**src/rtl/fir_coef_ctrl.sv**
```systemverilog
// rtl/fir_coef_ctrl.sv - double-buffered FIR coefficient loader with commit/swap and output blanking
// Optional feature macro: FIR_COEF_FLUSH_EN (adds FLUSH state and fir_valid blanking after a swap).
module fir_coef_ctrl #(
  parameter int H = 13,
  parameter int CW = 9,
  parameter int FLUSH_CYC = 15,
  parameter logic [H*CW-1:0] INIT_COEFFS = (H*CW)'(128) << ((H-1)*CW)
) (
  input  logic          clk,
  input  logic          rst,
  input  logic          cfg_start,
  input  logic          cfg_valid,
  output logic          cfg_ready,
  input  logic [CW-1:0] cfg_data,
  input  logic          cfg_last,
  input  logic          commit,
  output logic [H*CW-1:0] coeffs,
  output logic          swap_pulse,
  output logic          fir_valid,
  output logic          busy,
  output logic          err
);

  localparam int IW = (H > 1) ? $clog2(H) : 1;

  localparam logic [2:0] IDLE  = 3'd0;
  localparam logic [2:0] LOAD  = 3'd1;
  localparam logic [2:0] ARMED = 3'd2;
  localparam logic [2:0] SWAP  = 3'd3;
`ifdef FIR_COEF_FLUSH_EN
  localparam logic [2:0] FLUSH = 3'd4;
  localparam int FW = $clog2(FLUSH_CYC + 1);
  logic [FW-1:0] fcnt;
`endif

  logic [2:0]    state;
  logic [IW-1:0] idx;
  logic [CW-1:0] shadow [H];
  logic          fv_q;

  assign cfg_ready = (state == LOAD);
  assign busy      = (state != IDLE);
`ifdef FIR_COEF_FLUSH_EN
  assign fir_valid = fv_q && (state != FLUSH);
`else
  assign fir_valid = fv_q;
`endif

  always_ff @(posedge clk) begin
    swap_pulse <= 1'b0;
    err        <= 1'b0;
    if (rst) begin
      state  <= IDLE;
      idx    <= '0;
      coeffs <= INIT_COEFFS;
      fv_q   <= 1'b0;
      for (int i = 0; i < H; i++) shadow[i] <= '0;
`ifdef FIR_COEF_FLUSH_EN
      fcnt   <= '0;
`endif
    end else begin
      fv_q <= 1'b1;
      case (state)
        IDLE: begin
          if (cfg_start) begin
            state <= LOAD;
            idx   <= '0;
          end
        end
        LOAD: begin
          if (cfg_start) begin
            idx <= '0;
          end else if (cfg_valid) begin
            // cfg_last must coincide exactly with the final tap; anything else is malformed
            if ((idx == IW'(H-1)) != cfg_last) begin
              err   <= 1'b1;
              state <= IDLE;
              idx   <= '0;
              for (int i = 0; i < H; i++) shadow[i] <= '0;
            end else begin
              shadow[idx] <= cfg_data;
              if (cfg_last) state <= ARMED;
              else          idx   <= idx + IW'(1);
            end
          end
        end
        ARMED: begin
          if (cfg_start) begin
            state <= LOAD;
            idx   <= '0;
          end else if (commit) begin
            state <= SWAP;
          end
        end
        SWAP: begin
          for (int i = 0; i < H; i++) coeffs[(H-1-i)*CW +: CW] <= shadow[i];
          swap_pulse <= 1'b1;
`ifdef FIR_COEF_FLUSH_EN
          state <= FLUSH;
          fcnt  <= '0;
`else
          state <= IDLE;
`endif
        end
`ifdef FIR_COEF_FLUSH_EN
        FLUSH: begin
          if (fcnt == FW'(FLUSH_CYC - 1)) state <= IDLE;
          else                            fcnt  <= fcnt + FW'(1);
        end
`endif
        default: state <= IDLE;
      endcase
    end
  end

endmodule

```
**config.mk**
```make
export PLATFORM = sky130hd
export DESIGN_NAME = fir_coef_ctrl
export DESIGN_NICKNAME = d
export VERILOG_FILES = /design/src/rtl/fir_coef_ctrl.sv
export SDC_FILE = /design/constraint.sdc
export NUM_CORES = 1
export LEC_CHECK = 0
export CORE_MARGIN = 2
export CORE_UTILIZATION = 53
export CTS_CLUSTER_DIAMETER = 30
export DETAILED_ROUTE_END_ITERATION = 10
export PLACE_DENSITY = 0.91
export SYNTH_ARGS = -nofsm -noshare
export SYNTH_HDL_FRONTEND = slang
export SYNTH_SLANG_ARGS = --single-unit
```
**constraint.sdc**
```tcl
create_clock -name clk -period 3.3 [get_ports clk]
set_input_delay 0.495 -clock clk [delete_from_list [all_inputs] [get_ports clk]]
set_output_delay 0.495 -clock clk [all_outputs]
set_load 0.02 [all_outputs]
```
# Word-level counts from Yosys, hierarchy flattened
# Memory sizes are Yosys's and may differ from the RTL's. A register that Yosys moved wholly into a read port is not among the register bits.
# Index checks and enable logic that the tools add are counted.
# W data, S select, Z words.
classes:
  bitwise_logic: 13
  add_sub_neg: 1
  n_mux: 46
  reduce_logical: 7
  eq_ne: 13
ops:
  columns: ["cell", "count"]
  rows:
  - ["$mux W9", 14]
  - ["$mux W4", 6]
  - ["$mux W3", 7]
  - ["$mux W1", 17]
  - ["$or A1 B1 Y1", 13]
  - ["$pmux W3 S3", 1]
  - ["$reduce_or A9 Y1", 1]
  - ["$pmux W4 S2", 1]
  - ["$eq A3 B2 Y1 const B", 2]
  - ["$ne A2 B2 Y1 const B", 3]
  - ["$ne A3 B3 Y1 const B", 2]
  - ["$reduce_and A5 Y1", 1]
  - ["$add A4 B1 Y4 const B", 1]
  - ["$eq A4 B4 Y1 const B", 1]
  - ["$ne A4 B3 Y1 const B", 1]
  - ["$reduce_and A4 Y1", 1]
  - ["$eq A3 B1 Y1 const B", 1]
  - ["$logic_not A3 Y1", 1]
  - ["$ne A3 B1 Y1 const B", 1]
  - ["$reduce_bool A3 Y1", 1]
  - ["$ne A2 B1 Y1 const B", 1]
  - ["$reduce_bool A2 Y1", 1]
  - ["$reduce_or A2 Y1", 1]
  - ["$ne A1 B1 Y1", 1]
totals:
  reg_bits: 10
  ramBits: 117
  mem_count: 1
  output_inout_bits: 122
  elab_cells: 86
  input_bits: 15
mem_list:
  columns: ["memory", "words", "width", "read_ports", "rd_clocked_by_memory_dff", "wr", "line", "text"]
  rows:
  - ["shadow", 13, 9, 13, 13, 13, "38", "logic [CW-1:0] shadow [H];"]

# Logic depth before layout (Yosys ltp)
logic_depth:
  depth_word: 10
  depth_mapped: 10
  depth_no_buf: 8

# Worst setup path before layout
# No wires, ideal clock.
synth_path:
  kind: "flip-flop to flip-flop"
  startpoint: "reg idx[0]"
  endpoint: "mem shadow[12][0], enable pin"
  path_stages_with_launch: 8
  t_arrival_ps: 2296
  setup_slack_ps: 626
  path_buffers: 0
  t_required_ps: 2921
  setup_time_ps: 379
  period_less_slack_ps: 2674
  path_cell_list: "dfxtp_1 > inv_1 > ha_1 > and3_1 > ha_1 > nor2_1 > nand4_1 > o211ai_1"
synth_rtl:
  columns: ["element", "line", "text"]
  rows:
  - ["from (decl)", "37", "logic [IW-1:0] idx;"]
  - ["from (signal assigned)", "83", "else idx <= idx + IW'(1);"]
  - ["to (decl)", "38", null]

==> results.txt <==
Vias per inst -> 5.67
Number of diodes -> 0
Total negative setup slack -> 0 ns
Crit Path Category -> flip-flop to flip-flop
Pwr/cell area -> 639 nW/um2
Syn avg cell area -> 10.0 um2
Starting Density -> 53.5%
Post-synthesis cell area -> 8780 um2
Crit-path max cell delay -> 0.48 ns
Unrepaired setup endpoints after global routing -> no
Syn Nets -> 895
Most common cell in the netlist -> nand2_1
Height of the die -> 133 um
Critical-path maximum fanout -> 12
Placed cell area -> 10300 um2
DP Worst Slack -> 0.205 ns
Clk_skew -> 0.0113 ns
Root Driver -> clkbuf_16
Gates resized, CTS repair -> 0
Synth top area cells -> edfxtp_1, dfxtp_1, nand2_1
Hold path startpoint -> rst
Reg2reg start -> idx[0]
Via count -> 7083
Hold crit path type -> input port to flip-flop
Flops & latches, synth -> 243
Distinct cells, synth -> 31
Async SR Flop Fraction -> 0%
I/O pins -> 137
Final setup margin -> 0.0739 ns
Routed len/inst -> 19.2 um
Cells after synthesis -> 875
Number of synthesized flops with an enable pin -> 117
Clock Latency Late Sink -> 0.51 ns
WP data arrival -> 3.38 ns
Residual DRC count -> 0
CTS Buf Count -> 35
Yosys warns -> 0
Pin count of the biggest net entering global routing -> 72
Worst path most repeated cell -> ha_1
WHS Endpoint -> state[1]
Tmin final -> 3.23 ns
# rows -> 47
Register-to-Register Path Depth -> 8
Nets@finish -> 1023
Max Slew Vio Count -> 0
Prevailing post-synth register cell -> dfxtp_1
Placed instance count -> 1186
Placer congestion estimate -> 0.880
Share of the synthesized area in the top cell type -> 40.0%
CTS max path bufs -> 3
CTS tree -> done
Post-DP HPWL -> 15000 um
Hold path depth -> 2
R2r setup slk -> 0.07 ns
Hold_buf cts -> 0
Filler Cells Inserted -> 1014
Top Family by Delay on Critical Path -> simple AND/OR/NAND/NOR gates
FF-to-FF End -> shadow[0][1]
Register area share after synthesis -> 68.8%
Clock tree sinks -> 243
Buf/Inv on CP -> 1
Worst setup SP type -> flip-flop
Relative slew slack -> 50.5%
Die Area -> 17600 um2
CP max-delay cell -> a21o_1
Worst-path cell chain -> inv_1 > ha_1 > and3_1 > ha_1 > nor2_1 > nand2_2 > nor3_1 > a21o_1
Max Fclk -> 0.310 GHz
Leak Pwr -> 3.94 nW
Clk slew on worst S/H paths -> 0.06 ns
Core region area -> 16400 um2
H-tree depth -> 2
First-pass GRT wire length -> 36700 um
Chip width -> 133 um
CP Data Required Time -> 3.45 ns
WL final -> 23900 um
Layout area overhead -> 31.6%
Final ANT Viol Nets -> 0
Drt pass-1 iters -> 5
Outcome -> completed
Share of cells above drive strength 1 -> 8.16%
Port Buffer Count -> 136
Hold Fails Final Rpt -> 0
# setup viols final -> 0
Post-route cell area -> 11600 um2
Setup bufs post-CTS -> 0
Final period utilization -> 97.8%
VDD IR max -> 0.376 mV
Number of DRC markers in iteration 0 -> 746
Critical path endpoint category -> flip-flop
Worst hold slack -> 0.373 ns
Antenna violations before repair -> 0
GR Overflow Total -> 0
MaxCap Viol Count -> 0
Final std cells w/o fill -> 1249
Vias in the first global route -> 6766
Synth area leader -> edfxtp_1
Worst-margin pin slew -> 0.742 ns
Top cells by count, synth -> nand2_1, dfxtp_1, nor2_1, a21oi_1, edfxtp_1
Tot GR Track Use -> 26.9%
[flip-flops by register name, indices dropped and copies added (netlist names)]
name        cells
err             1
state           2
fir_valid       1
shadow        117
idx             4
coeffs        117
swap_pulse      1
[kinds of logic (layout without fill, tap and decap cells)]
family / Yosys count / in the layout / synth area share (%)
flip-flops: 243 / 243 / 68.8
buffers and inverters: 62 / 216 / 3.06
adder cells (fa/ha/maj): 5 / 5 / 0.713
AND/OR/NAND/NOR: 426 / 426 / 19.1
AO/OA/AOI/OAI: 139 / 139 / 8.37
[cell usage in the layout (no fill, tap or decap), drive strengths merged, types with 2 or more instances in the layout]
cell type	instances
a21o	10
a21oi	121
buf	13
bufinv	5
clkbuf	38
clkdlybuf4s50	135
clkinv	7
clkinvlp	8
dfxtp	126
edfxtp	117
ha	5
inv	10
nand2	277
nand3	3
nand4b	3
nor2	126
nor3	2
nor3b	4
o211ai	3
o21ai	3
or3	2
[stage by stage]
stage	power, mW	util, %
final	7.38	70.4
after global routing	7.55	70.4
after CTS	7.39	70.4
after detailed placement	3.48	62.6
after global placement	3.47	62.6
after floorplan	3.39	-
[final cells by class]
type | instances | area (um2) | area share [%]
clock buffers | 38 | 951 | 8.23
flip-flops and latches | 243 | 6040 | 52.3
clock inverters | 25 | 318 | 2.75
repair buffers | 148 | 1460 | 12.7
well taps | 220 | 275 | 2.38
multi-input cells | 570 | 2490 | 21.6
inverters | 5 | 18.8 | 0.162
[metal layers]
| layer | vias to the layer above | global-route usage, % | wire [um] |
|---|---|---|---|
| li1 | 3166 | - | - |
| met1 | 3347 | 33.8 | 8630 |
| met2 | 474 | 44.4 | 11600 |
| met3 | 96 | 6.48 | 2620 |
| met4 | 0 | 12.4 | 1110 |
| met5 | - | 0 | 0 |
[worst register-to-register path: stages, from the launching register on]
cell     delay [ns]
dfxtp_1        0.41
inv_1          0.11
ha_1           0.36
and3_1         0.25
ha_1           0.34
nor2_1         0.34
nand2_2        0.15
nor3_1         0.44
a21o_1         0.48
[where the power goes]
group | internal (mW) | switching (mW)
combinational | 0.0473 | 0.122
clock | 2.52 | 1.43
sequential | 3.22 | 0.0369
[worst max-delay path by stage]
stage	from	end	slack (ns)	cells after the start
after floorplan	idx[0]	shadow[12][0]	0.63	7
after global placement	idx[0]	shadow[9][4]	0.42	8
after detailed placement	idx[0]	shadow[10][6]	0.21	8
after CTS	idx[0]	shadow[10][8]	0.1	8
after global routing	idx[0]	shadow[0][1]	0.02	8
final	idx[0]	shadow[0][1]	0.07	8
(Power assumes the default switching activity.)
